--- config.mk ---
export PLATFORM = sky130hd
export DESIGN_NAME = adder_arbiter
export DESIGN_NICKNAME = d
export VERILOG_FILES = /design/src/rtl/adder_arbiter.sv
export SDC_FILE = /design/constraint.sdc
export NUM_CORES = 1
export LEC_CHECK = 0
export BUFFER_PORTS_ARGS = -buffer_cell sky130_fd_sc_hd__buf_2
export CAP_MARGIN = 20
export CORE_MARGIN = 1
export CORE_UTILIZATION = 55
export CTS_BUF_LIST = sky130_fd_sc_hd__clkbuf_8
export DETAILED_ROUTE_END_ITERATION = 6
export GPL_ROUTABILITY_DRIVEN = 0
export GPL_TIMING_DRIVEN = 0
export PLACE_DENSITY = 0.86
export SYNTH_ARGS = -nofsm -noshare
export SYNTH_HDL_FRONTEND = slang
export SYNTH_SLANG_ARGS = --single-unit
export TNS_END_PERCENT = 10
--- constraint.sdc ---
create_clock -name clk -period 2.9 [get_ports clk]
set_input_delay 0.435 -clock clk [delete_from_list [all_inputs] [get_ports clk]]
set_output_delay 0.435 -clock clk [all_outputs]
set_load 0.05 [all_outputs]
--- src/rtl/adder_arbiter.sv ---
`default_nettype none
// ============================================================================
//  Module      : adder_arbiter
//  Description : Round-robin arbiter granting NREQ requesters shared access
//                to a single registered adder. A grant latches operands and
//                requester id, the sum is computed in the following cycle,
//                and the result is then offered with a valid/ready handshake.
//  Revision    : 1.0 - initial release
// ============================================================================
module adder_arbiter #(
    parameter int NREQ  = 4,
    parameter int WIDTH = 8
) (
    input  logic                     clk,
    input  logic                     reset,
    input  logic [NREQ-1:0]          req_valid,
    input  logic [NREQ*WIDTH-1:0]    req_a,
    input  logic [NREQ*WIDTH-1:0]    req_b,
    output logic [NREQ-1:0]          req_ready,
    output logic                     rsp_valid,
    input  logic                     rsp_ready,
    output logic [$clog2(NREQ)-1:0]  rsp_id,
    output logic [WIDTH:0]           rsp_sum,
    output logic                     busy,
    output logic [15:0]              op_count
);

    localparam int IDW = $clog2(NREQ);

    typedef enum logic [1:0] {
        ST_IDLE    = 2'd0,
        ST_COMPUTE = 2'd1,
        ST_RESPOND = 2'd2
    } state_t;

    state_t           state_q,     state_d;
    logic [IDW-1:0]   ptr_q,       ptr_d;
    logic [IDW-1:0]   id_q,        id_d;
    logic [IDW-1:0]   rsp_id_q,    rsp_id_d;
    logic [WIDTH-1:0] a_q,         a_d;
    logic [WIDTH-1:0] b_q,         b_d;
    logic [WIDTH:0]   sum_q,       sum_d;
    logic             rsp_valid_q, rsp_valid_d;
    logic [15:0]      op_count_q,  op_count_d;

    logic [WIDTH-1:0] w_a_arr [NREQ];
    logic [WIDTH-1:0] w_b_arr [NREQ];
    logic             w_win_found;
    logic [IDW-1:0]   w_win_idx;
    logic [IDW-1:0]   w_cand;

    // Split the packed operand buses into per-requester lanes
    for (genvar gi = 0; gi < NREQ; gi++) begin : g_unpack
        assign w_a_arr[gi] = req_a[gi*WIDTH +: WIDTH];
        assign w_b_arr[gi] = req_b[gi*WIDTH +: WIDTH];
    end

    // Round-robin search: first valid requester at or after ptr, wrapping
    always_comb begin
        w_win_found = 1'b0;
        w_win_idx   = '0;
        w_cand      = '0;
        for (int k = 0; k < NREQ; k++) begin
            // NREQ is a power of two, so the index addition wraps naturally
            w_cand = ptr_q + IDW'(k);
            if (!w_win_found && req_valid[w_cand]) begin
                w_win_found = 1'b1;
                w_win_idx   = w_cand;
            end
        end
    end

    // One-hot accept, only in IDLE and never while reset is held low
    always_comb begin
        req_ready = '0;
        if (reset && (state_q == ST_IDLE) && w_win_found) begin
            req_ready[w_win_idx] = 1'b1;
        end
    end

    // Next-state and datapath update for the IDLE/COMPUTE/RESPOND sequence
    always_comb begin
        state_d     = state_q;
        ptr_d       = ptr_q;
        id_d        = id_q;
        rsp_id_d    = rsp_id_q;
        a_d         = a_q;
        b_d         = b_q;
        sum_d       = sum_q;
        rsp_valid_d = rsp_valid_q;
        op_count_d  = op_count_q;
        case (state_q)
            ST_IDLE: begin
                if (w_win_found) begin
                    a_d     = w_a_arr[w_win_idx];
                    b_d     = w_b_arr[w_win_idx];
                    id_d    = w_win_idx;
                    ptr_d   = w_win_idx + IDW'(1);
                    state_d = ST_COMPUTE;
                end
            end
            ST_COMPUTE: begin
                // Result outputs change only here so they hold while idle
                sum_d       = {1'b0, a_q} + {1'b0, b_q};
                rsp_id_d    = id_q;
                rsp_valid_d = 1'b1;
                state_d     = ST_RESPOND;
            end
            ST_RESPOND: begin
                if (rsp_ready) begin
                    rsp_valid_d = 1'b0;
                    op_count_d  = op_count_q + 16'd1;
                    state_d     = ST_IDLE;
                end
            end
            default: begin
                rsp_valid_d = 1'b0;
                state_d     = ST_IDLE;
            end
        endcase
    end

    // State registers with asynchronous active-low clear
    always_ff @(posedge clk or negedge reset) begin
        if (!reset) begin
            state_q     <= ST_IDLE;
            ptr_q       <= '0;
            id_q        <= '0;
            rsp_id_q    <= '0;
            a_q         <= '0;
            b_q         <= '0;
            sum_q       <= '0;
            rsp_valid_q <= 1'b0;
            op_count_q  <= '0;
        end else begin
            state_q     <= state_d;
            ptr_q       <= ptr_d;
            id_q        <= id_d;
            rsp_id_q    <= rsp_id_d;
            a_q         <= a_d;
            b_q         <= b_d;
            sum_q       <= sum_d;
            rsp_valid_q <= rsp_valid_d;
            op_count_q  <= op_count_d;
        end
    end

    assign rsp_valid = rsp_valid_q;
    assign rsp_id    = rsp_id_q;
    assign rsp_sum   = sum_q;
    assign busy      = (state_q != ST_IDLE);
    assign op_count  = op_count_q;

endmodule
`default_nettype wire

Word level (Yosys, flattened, before mapping):

Cells that the tools add are included.

* register bits: 50
* logic and storage cells: 73
* output and inout bits: 33
* bits of input ports: 71

* equality and inequality tests: 4
* reduce and logical (&&, ||, !) cells: 15
* bitwise operators: 2
* order comparisons: 7
* mux-type cells: 30
* $add $sub $neg: 6

Operator list (count)
* $bmux W8 S2: 2
* $mux W8: 4
* $add A16 B1 Y16 const B: 1
* $lt A2 B3 Y1 const B: 5
* $mux W2: 6
* $mux W1: 10
* $add A8 B8 Y9: 1
* $bmux W1 S2: 4
* $reduce_and A2 Y1: 4
* $logic_and A1 B1 Y1: 6
* $pmux W2 S3: 1
* $add A2 B1 Y2 const B: 2
* $add A2 B2 Y2 const B: 2
* $mux W4: 1
* $ne A2 B2 Y1 const B: 2
* $ge A3 B3 Y1 const B: 1
* $logic_not A1 Y1: 3
* $not A2 Y3: 1
* $pmux W1 S3: 1
* $demux W1 S2: 1
* $eq A2 B1 Y1 const B: 1
* $eq A2 B2 Y1 const B: 1
* $ge A2 B1 Y1 const B: 1
* $logic_not A2 Y1: 1
* 2 further kinds: 2

Longest topological paths before layout:

Gate-level depths: netlist of the first run.

* depth in word-level cells: 17
* depth in mapped cells: 8
* mapped depth without buffers: 7

Worst setup path after synthesis of the first run:

Ideal clock, no wire load.

* path kind: reg2out
* start point: register state_q[1]
* end point: output req_ready[3]
* path buffers: 1
* slack: 0.543 ns
* arrival: 1.922 ns
* cell stages (with the launch flop): 8
* required time: 2.465 ns
* cells stage by stage: dfrtp_1 > nor2_1 > inv_1 > a21o_1 > inv_1 > buf_4 > nand2_1 > nor2_1

* longest elaborated chain between the ends: 4

RTL lines
* start: declaration: RTL line 36 `state_t state_q, state_d;`
* start signal: assignment: RTL line 136 `state_q <= state_d;`
* $logic_not A2 Y1: RTL line 76 `if (reset && (state_q == ST_IDLE) && w_win_found) begin`
* $logic_and A1 B1 Y1 (2 in a row): RTL line 76
* $mux W4: RTL line 76
* end: declaration: RTL line 19 `output logic [NREQ-1:0] req_ready,`

No other way between the ends.

Final worst setup path of the first run:

* start point: register ptr_q[1]
* end point: output req_ready[1]

* longest elaborated chain between the ends: 17
* elaborated cells between the ends (all ways): 32
* those cells by class: add/sub: 3; order compare: 2; mux: 19; reduce/logical: 8

RTL lines
* start: declaration: RTL line 37 `logic [IDW-1:0] ptr_q, ptr_d;`
* start signal: assignment: RTL line 137 `ptr_q <= ptr_d;`
* parallel branches: the longest is 16 deep, another holds $lt A2 B3 Y1
* $mux W4 *: RTL line 76

Mark *: on every way between the ends. The select of a mux whose other input is x is not followed.

==> results.md, run 1 <==
- In this run, the number of DRC markers left after iteration 0 of detailed routing was 85.
- The largest net degree at the start of global routing is 55.
- Across the VDD grid, the largest voltage drop is 470.8 uV.
- Counting along the longest clock path gives a buffer depth of 2.
- The average detailed-routed wire length per instance is ~14 um.
- Of all flip-flops after synthesis, the portion carrying an async set or reset was 1.000.
- The critical path launch point is ptr_q[1].
- The area of the mapped netlist is 3132 sq um.
- For this run, global-route usage on met3 was measured as 0.02706.
- The die covers ~6000 sq um.
- The yosys synthesis warning count is 0.
- The half-perimeter wire length after placement is 5690 um.
- The worst hold path belongs to the class input pin to asynchronous set/reset pin.
- The via count of the first global-routing pass is 2,559.
- On the final layout, the worst clock skew is 7.572 ps.
- The repair_antennas step left the layout with diodes totalling 0.
- The signal arrival time at the worst endpoint is ~2000 ps.
- Of all nets on the critical path, the largest fanout is 10.
- Row generation in the floorplan step produced 27 rows.
- Headroom to the max-slew limit came out at 0.5526.
- The floorplan step set the die height to around 77 um.
- For this block, the routed nets add up to around 7200 um of wire.
- Setup repair after global routing left no endpoint under its margin.
- The worst setup path is of the register to output pin kind.
- The count of final setup violators is 0.
- The count of flip-flops with a built-in enable after synthesis is 0.
- The top cell types in the final layout, fill and taps aside, are sky130_fd_sc_hd__buf_2, sky130_fd_sc_hd__dfrtp_1, sky130_fd_sc_hd__nor2_1.
- The synthesized net count is 401.
- The CTS tree is yes.
- The analysis attributes to cell leakage a power of 1.850 nW.
- The global-route wire length before repair is 11,700 um.
- The fraction of the cycle the final worst path needs is 0.8474.
- Counting every sink on the clock net gives 50.
- Counting the fill cells in the layout gives 425.
- Compared with the post-synthesis result, the final layout area differs by 22.65%.
- The number of CTS-inserted buffers is 5.
- The final critical-path required period is roughly 2500 ps.
- The number of setup buffers added after CTS is 0.
- The worst setup path is captured at an output pin.
- The deepest level of the CTS H-tree is 2.
- The synthesized instance count is between 300 and 400.
- After floorplanning, the core was sized to cover approximately 5500 sq um.
- The library cell used most frequently in the layout, excluding fill and tap cells, is sky130_fd_sc_hd__buf_2.
- The reg-to-reg critical path startpoint is a_q[0].
- The slew of the pin with the lowest slew margin is 671.2 ps.
- The worst setup slack after placement is 516.2 ps.
- The die is roughly 77 um wide.
- The flow ran to the end, and the final reports show no timing, DRC or antenna violations.
- For the final routed database, the setup TNS stands at 0 ps.
- Input and output buffers added on the ports amount to 100.
- For this design the ratio of total power to cell area is between 1000 and 1500 nW/um^2.
- Across all setup checks in the final design, the least slack found is about 440 ps.
- The remaining global-route overflow is 0.
- In the final layout, the share of cells above drive strength 1 is 0.3427.
- The startpoint type of the worst setup path is a register.
- At the end of the flow the core is filled with cells to 0.6976.
- The clock latency on the worst-skew pair is 300 ps.
- In this run, synthesis produced a sequential element count of 50.
- Using the TritonRoute via totals, the vias-per-cell ratio works out to between 5 and 6.
- The starting density of the core is 0.5687.
- The overall via count from detail_route is 2,833.
- The final routed DRC violation total is 0.
- After clock tree synthesis, the flow added hold-fix buffers numbering 0.
- The post-cts gate resize count is 0.
- Clock tree synthesis selected as its root buffer the cell sky130_fd_sc_hd__clkbuf_8.
- The smallest hold slack is 158.7 ps.
- The final number of max-transition violations is 0.
- Synthesis instantiated 50 different standard cells from the library.
- The met2 track utilization from global routing is 0.4389.
- The clock-pin slew reported for the worst setup and hold paths after clock tree synthesis is ~90 ps.
- The final layout contains 509 nets.
- The initial antenna violation count was 0.
- The final number of hold-violating endpoints is 0.
- Dividing the synthesized area by the synthesized cell count gives 9.787 sq um.
- For this run, the register share of the synthesized area comes to 0.3995.
- The timing-limited maximum frequency is between 400 and 500 MHz.
- The global routing stage identified its most utilized layer as met2.
- The data required time of the worst path is 2470 ps.
- In the global route stage, met1 resource usage came out at 0.3179.
- The total routing usage reported by global routing is 0.2473.
- The length of the first detailed-routing pass in iterations is 4.
- The number of nets with antenna violations after detailed routing is 0.
- The number of ports placed on the die boundary is 104.
- The tool flagged a number of max-cap violations equal to 0.
- The most used flip-flop cell after synthesis is sky130_fd_sc_hd__dfrtp_1.
## worst paths after layout
path / to / slack (ps) / cells after the start
setup / recovery: req_ready[1] / 440 / 7
hold / removal: op_count[8] / 160 / 1
min in group clk: state_q[1] / 340 / 2
hold reg to reg: op_count[15] / 480 / 1
max in group asynchronous: b_q[0] / 2190 / 2
setup reg to reg: rsp_sum[8] / 790 / 7
## final cells by class
class / instances / area, sq um / area share
tap: 72 / 90.09 / 0.02345
timing repair buffer: 101 / 528.0 / 0.1375
sequential: 50 / 1251 / 0.3257
inverter: 7 / 26.28 / 0.006840
clock inverter: 2 / 8.758 / 0.002280
multi-input combinational: 238 / 1689 / 0.4397
clock buffer: 6 / 82.58 / 0.02150
buffer: 25 / 165.2 / 0.04300
## registers in the layout, summed over array words and instances, names as in the netlist
register / count
rsp_sum: 9
rsp_id: 2
id_q: 2
op_count: 16
ptr_q: 2
b_q: 8
rsp_valid: 1
a_q: 8
state_q: 2
## cells by family (layout without fill, tap and decap cells)
family | count (synthesis) | count (layout) | synth area share
XOR/XNOR | 20 | 20 | 0.05593
multiplexers | 5 | 5 | 0.01798
buffers and inverters | 32 | 141 | 0.06112
adder cells (fa/ha/maj) | 10 | 10 | 0.04235
AND/OR/NAND/NOR | 96 | 96 | 0.1746
AO/OA/AOI/OAI | 107 | 107 | 0.2485
flip-flops | 50 | 50 | 0.3995
## power breakdown
part	total (mW)	switching (mW)	internal, mW
Combinational	2.54	1.58	0.959
Clock	0.408	0.219	0.189
Sequential	1.17	0.186	0.980
Total	4.11	1.99	2.13
## routing by layer
layer | share of wire | wire, um
met5 | 0 | 0
met4 | 0.0088 | 63
met3 | 0.036 | 261
met2 | 0.51 | 3677
met1 | 0.44 | 3153
## critical path, cell delays in order, from the launching register on
cell	delay, ps
sky130_fd_sc_hd__dfrtp_1	390
sky130_fd_sc_hd__buf_4	170
sky130_fd_sc_hd__a21oi_1	120
sky130_fd_sc_hd__o221a_2	180
sky130_fd_sc_hd__buf_2	230
sky130_fd_sc_hd__buf_6	210
sky130_fd_sc_hd__and3_1	170
sky130_fd_sc_hd__buf_2	260
## through the flow
step / power, mW / cells / cell area, sq um
6_report: 4.114 / 501 / 3841
5_1_grt: 4.428 / 501 / 3841
4_1_cts: 4.123 / 500 / 3814
3_5_place_dp: 3.705 / 492 / 3722
3_3_place_gp: 3.608 / 492 / 3722
2_1_floorplan: 3.108 / 320 / 3132
## cell usage after synthesis (all sizes together) (3+ instances only)
library cell  count  area share
and3              3      0.0064
nand2b            5       0.015
nor2             29       0.035
ha                9       0.036
a21o              5       0.012
inv               7      0.0084
mux2              5       0.018
nand2            20       0.024
a221oi           16       0.063
dfrtp            50        0.40
nor3              4      0.0064
o31a             16       0.045
and4             19       0.053
xor2              6       0.017
nand4             4      0.0080
o21a              3      0.0072
o21ai            27       0.043
clkbuf            9       0.011
buf              16       0.042
xnor2            14       0.039
nand3             5      0.0080
a21oi            27       0.046
(Power assumes the default switching activity.)
==> inputs of run 2 (changes only) <==
--- a/config.mk
+++ b/config.mk
@@ -8,12 +8,12 @@
 export BUFFER_PORTS_ARGS = -buffer_cell sky130_fd_sc_hd__buf_2
 export CAP_MARGIN = 20
 export CORE_MARGIN = 1
-export CORE_UTILIZATION = 55
+export CORE_UTILIZATION = 47
 export CTS_BUF_LIST = sky130_fd_sc_hd__clkbuf_8
 export DETAILED_ROUTE_END_ITERATION = 6
 export GPL_ROUTABILITY_DRIVEN = 0
 export GPL_TIMING_DRIVEN = 0
-export PLACE_DENSITY = 0.86
+export PLACE_DENSITY = 0.78
 export SYNTH_ARGS = -nofsm -noshare
 export SYNTH_HDL_FRONTEND = slang
 export SYNTH_SLANG_ARGS = --single-unit
==> constraint.sdc (replaced) <==
create_clock -name clk -period 2.1 [get_ports clk]
set_input_delay 0.315 -clock clk [delete_from_list [all_inputs] [get_ports clk]]
set_output_delay 0.315 -clock clk [all_outputs]
set_load 0.05 [all_outputs]
==> results.md, run 2 (same netlist as run 1, synthesis figures left out) <==
- The worst reg2reg path depth is 9 (+2).
- The worst setup slack after placement is -62.99 ps (-579.2 ps).
- The number of I/O port buffers is 100 (unchanged).
- The deepest clock path buffer count is 2 (unchanged).
- The deepest level of the CTS H-tree is 2 (unchanged).
- The stage delay of the slowest cell on the critical path was 420 ps (+30 ps).
- The CTS tree is yes.
- The final routed DRC violation total is 0 (unchanged).
- The critical path launch point is ptr_q[1].
- The detailed router's first-iteration violation count was 102 (+20%).
- The total routed wirelength is 7454 um (+4.2%).
- The remaining global-route overflow is 0 (unchanged).
- The number of CTS-inserted buffers is 5 (unchanged).
- The via count of the first global-routing pass is 2,638 (+3.1%).
- The final number of max-transition violations is 0 (unchanged).
- The path type of the worst min-delay path is input pin to asynchronous set/reset pin.
- The number of rows in the core area is 29 (+7.4%).
- The commonest non-fill, non-tap cell in the layout is sky130_fd_sc_hd__buf_2.
- The capture instance of the worst register-to-register path is a_q[3].
- In the layout the commonest cells are sky130_fd_sc_hd__buf_2, sky130_fd_sc_hd__dfrtp_1, sky130_fd_sc_hd__nor2_1.
- The critical path ends at req_ready[0].
- The number of antenna repair diodes is 0 (unchanged).
- Traced cell by cell, the critical path runs through buf_6, and4b_1, a211o_1, buf_12, and3_4, buf_8.
- The checks that failed: setup timing.
- The TritonCTS sink count is 50 (unchanged).
- The global-route wire length before repair came to 12,050 um (+2.9%).
- The tree is rooted in a sky130_fd_sc_hd__clkbuf_8.
- The final number of hold-violating endpoints is 0 (unchanged).
- Based on the critical path, the design can be clocked at up to 460.3 MHz.
- The worst-case clock skew is 10.68 ps (+3.109 ps).
- The flip-flop count of the largest register after layout came to 16 (unchanged).
- The endpoint kind of the worst setup timing path is an output pin.
- The relative slew slack is 0.5725 (+0.01992).
- The slack of the worst reg-to-reg path came to 130 ps (-660 ps).
- Setup repair after global routing could not meet its margin everywhere.
- The area inside the core boundary came to 6386 sq um (+16%).
- The post-layout net count is 517 (+1.6%).
- In this run the critical register-to-register path is launched from ptr_q[1].
- The power density normalized to cell area is 1484 nW/um^2 (+39%).
- The largest net degree at the start of global routing is 55 (unchanged).
- The highest fanout seen on the critical path is 6 (-4).
- The count of final setup violators came to 2 (+2).
- The starting density of the core is 0.4904 (-0.07833).
- The initial antenna violation count is 0 (unchanged).
- The fill cell instance count of the final layout is 573 (+35%).
- The largest voltage drop on the vdd net was 1155 uV (+150%).
- The fraction of final layout cells with drive strength greater than 1 is 0.3776 (+0.03492).
- The floorplan die area is 6994 sq um (+17%).
- The average detailed-routed wire length per instance was 14.50 um (+1.5%).
- The die outline height came to 83.63 um (+8.0%).
- The area growth from synthesis to final layout is 26.65%.
- The number of max-capacitance violations reported is 0 (unchanged).
- The number of ports placed on the die boundary is 104 (unchanged).
- The smallest hold slack is 35.86 ps (-122.9 ps).
- The clock-pin slew reported for the worst setup and hold paths after clock tree synthesis was 90 ps (about the same).
- The fraction of the cycle the final worst path needs is 1.035.
- The overall via count from detail_route came to 2,852 (+0.67%).
- The die outline width was 83.63 um (+8.0%).
- The length of the first detailed-routing pass in iterations is 4 (unchanged).
- The total routing usage reported by global routing is 0.2120 (-0.03529).
- The vias per cell is 5.549 (-1.9%).
- The run finished, with violations left.
- On the critical path, the stage with the largest delay is an instance of sky130_fd_sc_hd__dfrtp_1.
- The signal arrival time at the worst endpoint is 1860 ps (-160 ps).
- The clock latency on the worst-skew pair is 300 ps (about the same).
- The number of nets with antenna violations after detailed routing is 0 (unchanged).
- The total negative setup slack is -80.33 ps (-80.33 ps).
- The classification of the worst setup path is register to output pin.
- The routed design could run at a clock period as short as 2172 ps.
- The slew of the pin with the lowest slew margin is 641.3 ps (-29.88 ps).
- The data required time of the worst path is 1780 ps (-690 ps).
- The leakage power is 1.893 nW (+2.3%).
- The minimum setup slack in the final design came to -72.46 ps (-514.9 ps).
- The half-perimeter wire length after placement is 5802 um (+2.0%).
- The startpoint type of the worst setup path is a register.
## run 2: worst min path at each step
| stage | slack (ps) | from | cells after the start | endpoint |
|---|---|---|---|---|
| after floorplan | 20 | reset | 0 | a_q[0] |
| after global placement | 460 | rsp_sum[7] | 2 | rsp_sum[7] |
| after detailed placement | 460 | id_q[1] | 2 | id_q[1] |
| after CTS | 60 | reset | 1 | op_count[7] |
| after global routing | 90 | reset | 1 | op_count[7] |
| final | 40 | reset | 1 | op_count[7] |
## run 2: power by group
group          leakage, nW  internal, mW  total [mW]  switching [mW]
Clock               0.0524         0.262       0.573           0.312
Sequential           0.613          1.36        1.61           0.252
Combinational         1.23          1.48        3.70            2.23
## run 2: area by class of cell
cell class	instances	area, sq um	area share
Timing Repair Buffer	111	610.6	0.1539
Inverter	7	26.28	0.006625
Clock inverter	2	8.758	0.002208
Buffer	23	167.7	0.04227
Sequential cell	50	1252	0.3158
Clock buffer	6	82.58	0.02082
Multi-Input combinational cell	238	1722	0.4341
Tap cell	77	96.34	0.02429
## run 2: metrics by stage
| stage | instances | area, sq um | total power [mW] | util |
|---|---|---|---|---|
| 4_1_cts | 509 | 3902 | 5.804 | 0.6111 |
| 2_1_floorplan | 320 | 3134 | 4.295 | - |
| 3_3_place_gp | 497 | 3731 | 5.009 | 0.5842 |
| 5_1_grt | 514 | 3966 | 6.339 | 0.6211 |
| 3_5_place_dp | 497 | 3731 | 5.114 | 0.5842 |
| 6_report | 514 | 3966 | 5.884 | 0.6211 |
## run 2: critical path, delay by kind of cell, from the launching register on
kind	cells	cell delay (ps)
AO/OA/AOI/OAI	1	340
buffers and inverters	3	440
flip-flops	1	420
AND/OR/NAND/NOR	2	350
## run 2: timing repair
item / in CTS / in global routing
endpoints found under the hold margin: 0 / 0
gates resized for setup: 14 / 16
pin swaps: 3 / 2
buffers inserted: 5 / 6
hold buffers: 0 / 0
endpoints found under the setup margin: 5 / 12
gates cloned: 0 / 0
## run 2: per-layer routing
layer	vias to the layer above	wire, um	GRT usage
li1	1422	-	-
met1	1319	3244	0.2724
met2	100	3694	0.3755
met3	11	397	0.02770
met4	0	117	0.05547
met5	-	0	0
